===== config.mk =====
export PLATFORM = sky130hd
export DESIGN_NAME = scsi_dma_fifo_p
export DESIGN_NICKNAME = d
export VERILOG_FILES = /design/src/rtl/scsi_dma_fifo_p.sv
export SDC_FILE = /design/constraint.sdc
export NUM_CORES = 1
export LEC_CHECK = 0
export CAP_MARGIN = 40
export CELL_PAD_IN_SITES_DETAIL_PLACEMENT = 1
export CELL_PAD_IN_SITES_GLOBAL_PLACEMENT = 1
export CORE_MARGIN = 2
export CORE_UTILIZATION = 52
export CTS_BUF_LIST = sky130_fd_sc_hd__clkbuf_2 sky130_fd_sc_hd__clkbuf_4 sky130_fd_sc_hd__clkbuf_8
export CTS_CLUSTER_SIZE = 28
export DETAILED_ROUTE_END_ITERATION = 8
export GPL_TIMING_DRIVEN = 0
export PLACE_DENSITY_LB_ADDON = 0.12
export SETUP_SLACK_MARGIN = 0.4
export SYNTH_ARGS = -nofsm -noshare
export SYNTH_HDL_FRONTEND = slang
export SYNTH_SLANG_ARGS = --single-unit
export TNS_END_PERCENT = 10

===== constraint.sdc =====
create_clock -name CPUCLK -period 14.7 [get_ports CPUCLK]
set_input_delay 1.47 -clock CPUCLK [delete_from_list [all_inputs] [get_ports CPUCLK]]
set_output_delay 1.47 -clock CPUCLK [all_outputs]
set_load 0.005 [all_outputs]

===== src/rtl/scsi_dma_fifo_p.sv =====
// Byte-packing DMA FIFO between the SCSI byte port and the host longword port.
// Packs bytes into words (DMADIR=1) or unpacks words into bytes (DMADIR=0).
module scsi_dma_fifo_p #(
  parameter int unsigned DEPTH  = 8,
  parameter int unsigned DATA_W = 32
) (
  input  logic                      CPUCLK,
  input  logic                      RESET_,
  input  logic                      DMADIR,
  input  logic                      SB_WR,
  input  logic [7:0]                SB_DIN,
  input  logic                      SB_RD,
  output logic [7:0]                SB_DOUT,
  input  logic                      LW_WR,
  input  logic [DATA_W-1:0]         LW_DIN,
  input  logic                      LW_RD,
  output logic [DATA_W-1:0]         LW_DOUT,
  input  logic                      FLUSH,
  output logic                      FLUSH_DONE,
  output logic                      BOEQ_LAST,
  output logic                      FIFOFULL,
  output logic                      FIFOEMPTY,
  output logic [$clog2(DEPTH):0]    COUNT,
  output logic                      OVF,
  output logic                      UDF
);

  localparam int unsigned LANES = DATA_W / 8;
  localparam int unsigned PTR_W = $clog2(DEPTH);
  localparam int unsigned BO_W  = $clog2(LANES);
  localparam logic [BO_W-1:0]  BoLast  = BO_W'(LANES - 1);
  localparam logic [PTR_W:0]   CntFull = (PTR_W + 1)'(DEPTH);

  typedef enum logic [1:0] {StIdle, StFill, StDrain, StFlush} state_e;

  state_e            state_q, state_d;
  logic [BO_W-1:0]   bo_q, bo_d;
  logic [PTR_W-1:0]  ni_q, ni_d, no_q, no_d;
  logic [PTR_W:0]    count_q, count_d;
  logic [DATA_W-1:0] hold_q, hold_d;
  logic              ovf_q, ovf_d, udf_q, udf_d;
  logic              dir_q, dir_d;
  logic              push, pop, full, empty, flush_done;
  logic [DATA_W-1:0] mem_wdata, rd_word;
  logic [DATA_W-1:0] mem [DEPTH];

  // Lane 0 is the most significant byte.
  function automatic logic [DATA_W-1:0] set_lane(input logic [DATA_W-1:0] w,
                                                 input logic [BO_W-1:0]   l,
                                                 input logic [7:0]        b);
    logic [DATA_W-1:0] r;
    r = w;
    r[DATA_W-1-8*int'(l) -: 8] = b;
    return r;
  endfunction

  function automatic logic [DATA_W-1:0] pad_word(input logic [DATA_W-1:0] w,
                                                 input logic [BO_W-1:0]   l);
    logic [DATA_W-1:0] r;
    r = w;
    for (int i = 0; i < int'(LANES); i++) begin
      if (i >= int'(l)) r[DATA_W-1-8*i -: 8] = 8'h00;
    end
    return r;
  endfunction

  assign full  = (count_q == CntFull);
  assign empty = (count_q == '0);

  always_comb begin
    state_d    = state_q;
    bo_d       = bo_q;
    hold_d     = hold_q;
    ovf_d      = ovf_q;
    udf_d      = udf_q;
    dir_d      = dir_q;
    push       = 1'b0;
    pop        = 1'b0;
    flush_done = 1'b0;
    mem_wdata  = LW_DIN;
    unique case (state_q)
      StIdle: state_d = DMADIR ? StFill : StDrain;
      StFill: begin
        if (!DMADIR) begin
          state_d = StDrain;
          bo_d    = '0;
          hold_d  = '0;
        end else begin
          if (SB_WR) begin
            if (bo_q != BoLast) begin
              hold_d = set_lane(hold_q, bo_q, SB_DIN);
              bo_d   = bo_q + 1'b1;
            end else if (full) begin
              ovf_d = 1'b1;
            end else begin
              push      = 1'b1;
              mem_wdata = set_lane(hold_q, bo_q, SB_DIN);
              hold_d    = '0;
              bo_d      = '0;
            end
          end
          if (LW_RD) begin
            if (!empty) pop = 1'b1;
            else        udf_d = 1'b1;
          end
          if (FLUSH) begin
            state_d = StFlush;
            dir_d   = 1'b1;
          end
        end
      end
      StDrain: begin
        if (DMADIR) begin
          state_d = StFill;
          bo_d    = '0;
          hold_d  = '0;
        end else begin
          if (LW_WR) begin
            if (!full) push = 1'b1;
            else       ovf_d = 1'b1;
          end
          if (SB_RD) begin
            if (empty) begin
              udf_d = 1'b1;
            end else if (bo_q == BoLast) begin
              pop  = 1'b1;
              bo_d = '0;
            end else begin
              bo_d = bo_q + 1'b1;
            end
          end
          if (FLUSH) begin
            state_d = StFlush;
            dir_d   = 1'b0;
          end
        end
      end
      StFlush: begin
        if (dir_q) begin
          if (LW_RD) begin
            if (!empty) pop = 1'b1;
            else        udf_d = 1'b1;
          end
          // A partial word stalls here until the host frees an entry.
          if (bo_q == '0) begin
            flush_done = 1'b1;
            state_d    = StIdle;
          end else if (!full) begin
            push       = 1'b1;
            mem_wdata  = pad_word(hold_q, bo_q);
            hold_d     = '0;
            bo_d       = '0;
            flush_done = 1'b1;
            state_d    = StIdle;
          end
        end else begin
          if (bo_q != '0 && !empty) pop = 1'b1;
          bo_d       = '0;
          flush_done = 1'b1;
          state_d    = StIdle;
        end
      end
      default: state_d = StIdle;
    endcase

    ni_d    = push ? ni_q + 1'b1 : ni_q;
    no_d    = pop  ? no_q + 1'b1 : no_q;
    count_d = count_q;
    if (push && !pop)      count_d = count_q + 1'b1;
    else if (pop && !push) count_d = count_q - 1'b1;
  end

  always_ff @(posedge CPUCLK) begin
    if (!RESET_) begin
      state_q <= StIdle;
      bo_q    <= '0;
      ni_q    <= '0;
      no_q    <= '0;
      count_q <= '0;
      hold_q  <= '0;
      ovf_q   <= 1'b0;
      udf_q   <= 1'b0;
      dir_q   <= 1'b0;
    end else begin
      state_q <= state_d;
      bo_q    <= bo_d;
      ni_q    <= ni_d;
      no_q    <= no_d;
      count_q <= count_d;
      hold_q  <= hold_d;
      ovf_q   <= ovf_d;
      udf_q   <= udf_d;
      dir_q   <= dir_d;
    end
  end

  always_ff @(posedge CPUCLK) begin
    if (RESET_ && push) mem[ni_q] <= mem_wdata;
  end

  assign rd_word    = mem[no_q];
  assign LW_DOUT    = rd_word;
  assign SB_DOUT    = rd_word[DATA_W-1-8*int'(bo_q) -: 8];
  assign FLUSH_DONE = flush_done;
  assign BOEQ_LAST  = (bo_q == BoLast);
  assign FIFOFULL   = full;
  assign FIFOEMPTY  = empty;
  assign COUNT      = count_q;
  assign OVF        = ovf_q;
  assign UDF        = udf_q;

endmodule


# --- Word level (Yosys, flattened, before mapping) ---
# Memory sizes are Yosys's and may differ from the RTL's. A register that Yosys moved wholly into a read port is not among the register bits.
# Index checks and enable logic that the tools add are counted.
word_totals:
  register_bits: 49
  ram_bits: 256
  inputBits: 48
  mem_count: 1
memory_table:
  columns: ["memory", "depth", "width", "rd", "rd_clocked_by_memory_dff", "wr", "line_no", "text"]
  rows:
  - ["mem", 8, 32, 1, 1, 1, "45", "logic [DATA_W-1:0] mem [DEPTH];"]
op_classes:
  add_sub_neg: 7
  magnitude_cmp: 3
  n_eq_ne: 22
  n_shift: 3
  n_mux: 86
  reduce_logical: 19
ops:
  columns: ["operator", "n"]
  rows:
  - ["two-way mux 32 bit", 14]
  - ["one-hot mux 32 bit (3 select lines)", 1]
  - ["one-hot mux 32 bit (2 select lines)", 1]
  - ["variable shift 8 x 34 -> 39 bit (first input constant)", 1]
  - ["variable part select 39 x 33 -> 8 bit", 1]
  - ["variable part select 8 x 34 -> 39 bit", 1]
  - ["two-way mux 1 bit", 38]
  - ["two-way mux 2 bit", 17]
  - ["negator 32 -> 34 bit", 1]
  - ["bitwise mux 32 bit", 1]
  - ["two-way mux 8 bit", 3]
  - ["!= test 2 bit (second input constant)", 12]
  - ["AND reduction 5 bit", 4]
  - ["!= test 3 bit (second input constant)", 4]
  - ["one-hot mux 1 bit (3 select lines)", 3]
  - ["two-way mux 4 bit", 2]
  - ["one-hot mux 2 bit (4 select lines)", 1]
  - ["adder 3 x 1 -> 3 bit (second input constant)", 2]
  - ["equality test 2 bit (second input constant)", 3]
  - ["two-way mux 3 bit", 2]
  - ["one-hot mux 2 bit (3 select lines)", 1]
  - ["AND reduction 6 bit", 1]
  - ["nonzero test 2 bit", 3]
  - ["subtractor 5 x 5 -> 6 bit (first input constant)", 1]
  - ["14 further kinds", 22]

# --- Longest topological paths before layout ---
# Gate-level depths: netlist (run 1).
logic_depth:
  word_depth: 10
  mapped_depth: 15
  mapped_depth_nobuf: 13

# --- Worst setup path before layout (run 1) ---
# Ideal clock, no wire load.
synth_path:
  path_kind: "input to register"
  from: "in DMADIR"
  to: "mem mem[0][0], enable pin"
  setup_ns: 0.501
  t_arrival_ns: 5.311
  required_time_ns: 14.199
  setup_slack_ns: 8.887
  path_stages: 5
  path_buffers: 1
  path_cell_list: "buf_2 -> nand4bb_1 -> o211ai_1 -> nand2_1 -> nor4_1"
synth_between:
  elab_chain_cells: 5
  word_cells_on_any_way: 6
  classes_between: "mux (5); reduce/logical (1)"
synth_rtl:
  columns: ["item", "line_no", "text"]
  rows:
  - ["start, declared", "9", "input logic DMADIR,"]
  - ["two-way mux 1 bit, on equally long branches", "113, 84", null]
  - ["one-hot mux 1 bit (3 select lines) (*)", "81", "unique case (state_q)"]
  - ["logical AND 1 bit (*)", "198", "if (RESET_ && push) mem[ni_q] <= mem_wdata;"]
  - ["two-way mux 1 bit (*)", "198", null]
  - ["two-way mux 1 bit (not written as such) (*)", "198", null]
  - ["end, declared", "45", null]
# Mark *: on every way between the ends. The rest lies on a longest branch, timed or not.

==> run summary, run 1 <==
Pins Over Slew Limit - 0
Skew-Pair Late Insertion Delay - 0.59 ns
Total power - 1.94 mW
First-pass GRT wire length - 61,800 um
TritonCTS Buffers - 51
CP Launch Type - register
GP Congestion - 0.905
Power Density - 119 nW/um^2
Slew margin rel. - 37.7%
Share of cells above drive strength 1 - 21.4%
# setup viols final - 0
Longest Clk Path Bufs - 3
CTS sink cnt - 307
DRT Pass-1 Iters - 5
Filler cells - 2,492
Skew final - 0.0185 ns
Ant diodes - 0
Setup Buffers After CTS - 0
Hold Buf Count CTS - 0
CTS root buffer - clkbuf_8
Final nets - 1,159
Fin Setup TNS - 0 ns
Number of enable flip-flop cells after synthesis - 256
Cells after Synth - 913
Placeable Area - 25,800 um^2
CP Class - reg -> out
Sequential share of the synthesized area - 64.3%
Largest net degree at the start of global routing - 25
Main synth FF type - edfxtp_1
Highest Clock Rate - 196 MHz
DRT antenna net count - 0
Via-to-Cell Ratio - 6.35
RR Startpoint - bo_q[0]
RR Endpoint - mem[1][12]
Max-cap violations - 0
Register Area - 8710 um^2
CTS tree - built
Leak - 5.44 nW
Multi-input gate area - 4440 um^2
DRT Wirelength - 42,000 um
I/O Buffers - 97
Fin util - 63.2%
Die width - 165 um
Area Growth Syn to Fin - 20.5%
Syn_area_per_cell - 14.8 um^2
Max FO, Critical Path - 10
Residual DRC - 0
Commonest cells after routing, fill and taps aside - 256 x edfxtp_1, 97 x clkdlybuf4s50_1, 53 x clkbuf_8, 51 x dfxtp_1, 48 x mux2_2
Die Y - 165 um
Via count - 9,386
Number of cell rows - 59
Setup slack after layout - 9.60 ns
Reg2reg path depth - 12
Post-synthesis sequential element count - 307
Ports - 98
Grt ovf - 0
Initial core utilization - 52.4%
Least-Margin Pin Slew - 0.934 ns
GRT Total Usage - 31.5%
Synthesis Warnings - 0
Yosys cell types - 63
Run status - completed
Fin area - 16,300 um^2
Detail Placement HPWL - 30,000 um
Die ar. - 27,400 um^2
Fin. Hold Viols - 0
Dpl ws - 9.87 ns
PostCTS Resize Cnt - 0
Synthesized cell area - 13,500 um^2
CP endpoint - SB_DOUT[3]
Ys async rst share - 0%
H-Tree Level Count - 2
Setup slack, reg-to-reg - 10.53 ns
HP Class - reg -> reg
Final period util - 34.7%
Critical Path RT - 13.23 ns
Placed Area - 15,300 um^2
Peak supply drop - 0.0633 mV
Syn Nets - 971
Wire per inst - 28.4 um
Initial antenna violation count - 0
Commonest non-fill, non-tap cell in the layout - edfxtp_1
Violation count after the first detailed-routing iteration - 922
Arr. time, crit path - 3.63 ns
Clock-pin slew on the worst setup and hold paths - 0.06 ns
RSZ-0062 raised after global routing - no
Fin crit period - 5.10 ns
Number of global-route vias before repair - 9,808
Critical path endpoint category - primary output
[metal layers]
layer	vias up	global-route usage [%]	routed length, um
met1	4784	42.0	16900
met4	0	13.3	1750
li1	4071	-	-
met3	90	4.72	2920
met5	-	0	0
met2	441	52.0	20400
[cell families after synthesis]
family,Yosys count,synth area share [%]
DFF,307,64.3
adders and majority gates,10,0.979
muxes,118,12.6
buffers and inverters,88,3.30
xor gates and xnor gates,2,0.129
and+or+nand+nor,173,7.02
AOI/OAI and AO/OA,215,11.7
[where the power goes]
| group | switching [mW] | internal [mW] |
|---|---|---|
| sequential | 0.00410 | 0.947 |
| combinational | 0.131 | 0.108 |
| clock | 0.346 | 0.407 |
| total | 0.482 | 1.46 |
[critical path, cell delays in order (launching register included)]
cell and delay, ns:
dfxtp_1 0.34, buf_2 0.38, nor2b_1 0.08, buf_1 0.23
clkbuf_1 0.44, a221oi_1 0.76, o221a_2 0.32, clkdlybuf4s50_1 0.49
[per-stage QoR]
stage	hold slack, ns	std cells
final	0.427	1477
after detailed placement	0.418	1383
after global routing	0.452	1477
after CTS	0.428	1477
after global placement	0.412	1345
after floorplan	0.405	913
[area by class of cell]
type / count / area share (%)
inverters: 19 / 0.445
well taps: 335 / 2.57
clock inverters: 27 / 1.11
flip-flops and latches: 307 / 53.3
plain buffers: 69 / 2.29
repair buffers: 135 / 7.95
multi-input cells: 518 / 27.2
clock buffers: 67 / 5.11
[cell usage after synthesis (all sizes together) (6+ instances only)]
master	number	area, um^2
nand2b	7	43.8
nor2	38	145
nand2	38	143
nand4b	16	140
o211ai	7	52.6
mux2i	38	380
a21oi	45	236
nor3	6	30.0
o31ai	24	180
o22ai	26	163
nor2b	27	169
ha	9	113
inv	18	67.6
o22a	9	78.8
edfxtp	256	7690
mux4	32	788
buf	36	250
nand3	6	30.0
clkbuf	33	124
dfxtp	51	1020
mux2	48	541
a31oi	23	144
a21o	7	52.6
nand4	14	87.6
o2bb2ai	17	149
a221o	10	100
a221oi	16	159
o221a	8	90.1
[how the worst min path moves through the flow]
| stage | startpoint | endpoint | depth (start not counted) |
|---|---|---|---|
| floorplan | hold_q[0] | hold_q[0] | 2 |
| detailed placement | hold_q[4] | hold_q[4] | 2 |
| global route | hold_q[4] | hold_q[4] | 2 |
| CTS | hold_q[4] | hold_q[4] | 2 |
| finish | hold_q[3] | hold_q[3] | 2 |
| global placement | hold_q[1] | hold_q[1] | 2 |
[sequential cells by signal, indices dropped and copies added, names as in the netlist, named ones only]
| name | cells |
|---|---|
| dir_q | 1 |
| OVF | 1 |
| hold_q | 31 |
| COUNT | 4 |
| UDF | 1 |
| ni_q | 3 |
| bo_q | 2 |
| state_q | 2 |
| no_q | 3 |
| mem | 256 |
Power figures use the tool's default switching activity.
==> run 2, diff against run 1 <==
- CORE_UTILIZATION: 52 -> 46
- clock period: 14.7 -> 4.1 ns (I/O delays scaled with it)
==> run 2 against run 1 <==
  * Flip-flop and latch count unchanged
  * Sequential power rose to 3.6 times the previous value
  * Clock power rose to 3.6 times the previous value
  * Via count down 3.3%
  * Sequential share of layout area down 0.69 points
  * Routed wire length down 2.6%
  * Critical endpoint unchanged
  * Critical path depth unchanged
  * Setup slack worse by 9.1 ns
==> run summary, run 2 (same netlist as run 1, synthesis figures left out) <==
Longest Clk Path Bufs - 3
Number of cell rows - 62
CTS tree - built
Pins Over Slew Limit - 0
Highest Clock Rate - 275 MHz
Max reg flops - 256
Setup slack, reg-to-reg - 0.64 ns
CP Class - reg -> out
Skew final - 0.0132 ns
Slew margin rel. - 39.2%
# setup viols final - 0
CP Launch Type - register
Via-to-Cell Ratio - 5.99
Clock-pin slew on the worst setup and hold paths - 0.06 ns
Via count - 9,072
Seq pwr share - 48.8%
Placeable Area - 28,900 um^2
RR Startpoint - bo_q[0]
DRT antenna net count - 0
Detail Placement HPWL - 29,100 um
Largest net degree at the start of global routing - 22
Initial core utilization - 46.9%
Hold Buf Count CTS - 0
Placed instance count - 1,421
Die width - 176 um
GRT Total Usage - 27.1%
Final nets - 1,148
Arr. time, crit path - 3.23 ns
H-Tree Level Count - 2
Fin crit period - 3.64 ns
Die Y - 176 um
Skew-Pair Late Insertion Delay - 0.58 ns
Final period util - 88.7%
Worst Hold Path Cells - 2
Metal-1 WL - 17,800 um
Run status - completed
Initial antenna violation count - 0
CTS root buffer - clkbuf_8
Reg2reg path depth - 15
Commonest non-fill, non-tap cell in the layout - edfxtp_1
HP Class - reg -> reg
Critical path endpoint category - primary output
Ports - 98
Wire per inst - 27.0 um
Layout Cells excl Fill - 1,514
DRT Pass-1 Iters - 5
HP Start - hold_q[4]
Peak supply drop - 0.242 mV
Number of global-route vias before repair - 9,483
TritonCTS Buffers - 50
DRT Wirelength - 40,900 um
Uppermost layer routed - met4
Ant diodes - 0
Critical Path RT - 3.69 ns
RR Endpoint - COUNT[3]
Max FO, Critical Path - 10
Die ar. - 30,800 um^2
First-pass GRT wire length - 61,400 um
Biggest register - mem
WHS Endpoint - hold_q[4]
Violation count after the first detailed-routing iteration - 684
Combinational cell fraction of total power - 12.5%
Area Growth Syn to Fin - 22.1%
Share of cells above drive strength 1 - 21.9%
Grt ovf - 0
Power Density - 422 nW/um^2
Fin. Hold Viols - 0
Wire length on met3 - 2100 um
Commonest cells after routing, fill and taps aside - 256 x edfxtp_1, 97 x clkdlybuf4s50_1, 56 x clkbuf_8, 51 x dfxtp_1, 48 x mux2_2
Switching portion of total power - 24.5%
RSZ-0062 raised after global routing - yes
Least-Margin Pin Slew - 0.907 ns
Max-cap violations - 0
Clock group share of total power - 38.7%
Switch Pwr - 1.71 mW
Residual DRC - 0
Int Power - 5.27 mW
Leak - 5.44 nW
DR WL met2 - 19,700 um
I/O Buffers - 97
CTS sink cnt - 307
GP Congestion - 0.879
Fin Setup TNS - 0 ns
==> run 2: changes by cell type in the layout (fill, tap and decap cells not counted), moves of 4 or more <==
cell | previous run | this run
buf_6 | 12 | 22
clkinv_2 | 12 | 8
a221oi_1 | 13 | 5
clkbuf_1 | 33 | 28
buf_4 | 34 | 13
a221oi_2 | 3 | 9
==> run 2: cell type report <==
| cell class | instances | area [um^2] |
|---|---|---|
| buffer | 69 | 393 |
| clock buffer | 67 | 853 |
| clock inverter | 25 | 166 |
| fill | 2814 | 12300 |
| inverter | 19 | 72.6 |
| multi-input combinational | 518 | 4560 |
| sequential | 307 | 8710 |
| tap | 384 | 480 |
| timing repair buffer | 125 | 1300 |
==> run 2: worst max-delay path by stage <==
stage | from | cells after the start | end
after CTS | bo_q[0] | 15 | COUNT[3]
final | register | 7 | SB_DOUT[3]
after floorplan | bo_q[0] | 7 | mem[4][0]
after detailed placement | bo_q[0] | 10 | mem[2][15]
after global routing | register | 8 | SB_DOUT[1]
after global placement | bo_q[0] | 7 | mem[6][15]
==> run 2: layer usage <==
metal  global-route usage (%)  vias up
met4                     9.54        0
met5                        0        -
met3                     3.98       69
met1                     36.9     4644
met2                     44.9      311
li1                         -     4048
==> run 2: power by group through the flow <==
stage	Combinational [mW]	Clock [mW]	Sequential, mW
2_1_floorplan	0.450	0	3.47
3_3_place_gp	0.835	0	3.47
3_5_place_dp	0.853	0	3.47
4_1_cts	0.863	2.74	3.41
5_1_grt	0.928	2.88	3.41
6_report	0.870	2.70	3.41
==> run 2: repair_timing <==
action	4_1_cts	5_1_grt
gates resized for setup	7	26
setup endpoints to repair	84	41
buffers inserted	1	0
pin swaps	1	0
==> run 2: worst max-delay path: stages (launching register included) <==
cell	delay [ns]
dfxtp_1	0.32
clkbuf_4	0.28
nor2b_1	0.18
buf_1	0.43
buf_2	0.49
a221oi_1	0.22
o221a_2	0.28
clkdlybuf4s50_1	0.44
==> run 2: stage by stage <==
| step | instance area, um^2 | power, mW | hold slack [ns] | utilization (%) | worst slack (ns) |
|---|---|---|---|---|---|
| floorplan | 13600 | 3.92 | 0.405 | - | -0.145 |
| global placement | 15000 | 4.31 | 0.412 | 52.1 | -3.47 |
| global route | 16500 | 7.22 | 0.449 | 57.3 | 0.351 |
| CTS | 16500 | 7.01 | 0.432 | 57.0 | 0.212 |
| finish | 16500 | 6.98 | 0.428 | 57.3 | 0.463 |
| detailed placement | 15400 | 4.33 | 0.423 | 53.4 | -0.0158 |
==> run 3, diff against run 2 <==
- PLACE_DENSITY: default -> 0.83
- PLACE_DENSITY_LB_ADDON: 0.12 -> default
==> run 3 against run 2 <==
  * Clock-buffer cell count is 3 lower
  * Total power is 2.1% lower
  * Worst hold slack better by 0.0011 ns
  * Critical path depth is 1 higher
  * First-iteration DRC count is 35% higher
  * Final cell count is 0.20% lower
  * Routed wire length is 1.1% higher
==> run summary, run 3 (same netlist as run 1, synthesis figures left out) <==
DRT Wirelength - 41,400 um
Area Growth Syn to Fin - 21.1%
Number of global-route vias before repair - 9,765
Commonest non-fill, non-tap cell in the layout - edfxtp_1
Run status - completed
Seq pwr share - 49.9%
Pins Over Slew Limit - 0
Total power - 6.83 mW
RSZ-0062 raised after global routing - yes
Commonest cells after routing, fill and taps aside - 256 x edfxtp_1, 97 x clkdlybuf4s50_1, 51 x dfxtp_1, 51 x clkbuf_8, 48 x mux2_2
TritonCTS Buffers - 49
Detail Placement HPWL - 28,900 um
Skew-Pair Late Insertion Delay - 0.58 ns
Switching portion of total power - 25.0%
Max FO, Critical Path - 10
I/O Buffers - 97
Max-cap violations - 0
Longest Clk Path Bufs - 3
Final period util - 89.9%
Power Density - 417 nW/um^2
Ports - 98
Largest net degree at the start of global routing - 22
H-Tree Level Count - 2
Peak supply drop - 0.216 mV
Fin crit period - 3.69 ns
Leak - 5.39 nW
GP Congestion - 0.876
Highest Clock Rate - 271 MHz
Via count - 9,366
Slew margin rel. - 44.4%
DRT Pass-1 Iters - 5
Number of cell rows - 62
Via-to-Cell Ratio - 6.20
Int Power - 5.13 mW
Initial antenna violation count - 0
Arr. time, crit path - 3.28 ns
Critical Path RT - 3.69 ns
First-pass GRT wire length - 61,700 um
HP Class - reg -> reg
Die width - 176 um
GRT Total Usage - 26.9%
Initial core utilization - 46.9%
CP Launch Type - register
Layout Cells excl Fill - 1,511
Combinational cell fraction of total power - 12.8%
Fin. Hold Viols - 0
Max reg flops - 256
CTS sink cnt - 307
CTS tree - built
Critical path endpoint category - primary output
Ant diodes - 0
Clock-pin slew on the worst setup and hold paths - 0.06 ns
Filler cells - 2,822
Die ar. - 30,800 um^2
Switch Pwr - 1.71 mW
Least-Margin Pin Slew - 0.827 ns
Skew final - 0.0351 ns
Residual DRC - 0
# setup viols final - 0
Biggest register - mem
Clock group share of total power - 37.3%
Fin Setup TNS - 0 ns
Placed instance count - 1,419
Placeable Area - 28,900 um^2
DRT antenna net count - 0
Share of cells above drive strength 1 - 21.4%
Grt ovf - 0
Die Y - 176 um
CP Class - reg -> out
CTS root buffer - clkbuf_8
Final nets - 1,147
Violation count after the first detailed-routing iteration - 922
Wire per inst - 27.4 um
[run 3: changes by cell type in the layout (fill, tap and decap cells not counted), moves of 2 or more]
cell      delta
clkinv_1     +3
clkinv_2     -2
buf_6        -4
buf_2        +3
buf_4        +2
clkbuf_4     +4
buf_8        -2
clkbuf_8     -5
[run 3: critical path, cell delays in order (launching register included)]
cell             delay, ns
dfxtp_1               0.30
buf_2                 0.23
buf_6                 0.23
buf_6                 0.21
buf_6                 0.23
mux2i_1               0.12
a221oi_1              0.56
o221a_2               0.30
clkdlybuf4s50_1       0.50
[run 3: metal layers]
| layer | part of all wire (%) | vias to the layer above | wire (um) | track usage, % |
|---|---|---|---|---|
| li1 | - | 4040 | - | - |
| met1 | 41 | 4745 | 17000 | 36.3 |
| met2 | 48 | 467 | 19800 | 43.6 |
| met3 | 7.2 | 114 | 2990 | 4.76 |
| met4 | 3.7 | 0 | 1550 | 10.6 |
| met5 | 0 | - | 0 | 0 |
[run 3: final cells by class]
cell class              instances  area, um^2  area share, %
plain buffers                  69         389           2.37
repair buffers                125        1270           7.76
flip-flops and latches        307        8710           53.1
well taps                     384         480           2.93
clock inverters                25         139          0.847
clock buffers                  64         800           4.87
inverters                      19        72.6          0.442
multi-input cells             518        4540           27.7
[run 3: metrics by stage]
step / worst slack [ns] / instance area, um^2 / hold WS [ns] / utilization [%]
2_1_floorplan: -0.145 / 13600 / 0.405 / -
3_3_place_gp: -2.98 / 15000 / 0.411 / 52.1
3_5_place_dp: 0.130 / 15400 / 0.422 / 53.2
4_1_cts: 0.322 / 16300 / 0.432 / 56.6
5_1_grt: 0.326 / 16400 / 0.443 / 56.8
6_report: 0.414 / 16400 / 0.429 / 56.8
[run 3: worst paths after layout]
path	from	slack, ns	endpoint	cells after the start
worst max-delay path	register	0.41	SB_DOUT[0]	8
worst min-delay path	hold_q[5]	0.43	hold_q[5]	2
worst max register to register	bo_q[1]	0.63	COUNT[3]	15
worst min register to register	hold_q[5]	0.43	hold_q[5]	2
[run 3: what timing repair did]
item                       4_1_cts  5_1_grt
hold buffers                     0        0
pin swaps                        0        1
buffers inserted                 0        1
resized for setup                9       19
setup endpoints to repair       39       31
[run 3: power groups by stage]
stage / sequential, mW / clock [mW] / combinational, mW
after floorplan: 3.47 / 0 / 0.450
final: 3.41 / 2.55 / 0.875
after global placement: 3.47 / 0 / 0.814
after detailed placement: 3.47 / 0 / 0.842
after CTS: 3.41 / 2.58 / 0.853
after global routing: 3.41 / 2.70 / 0.921
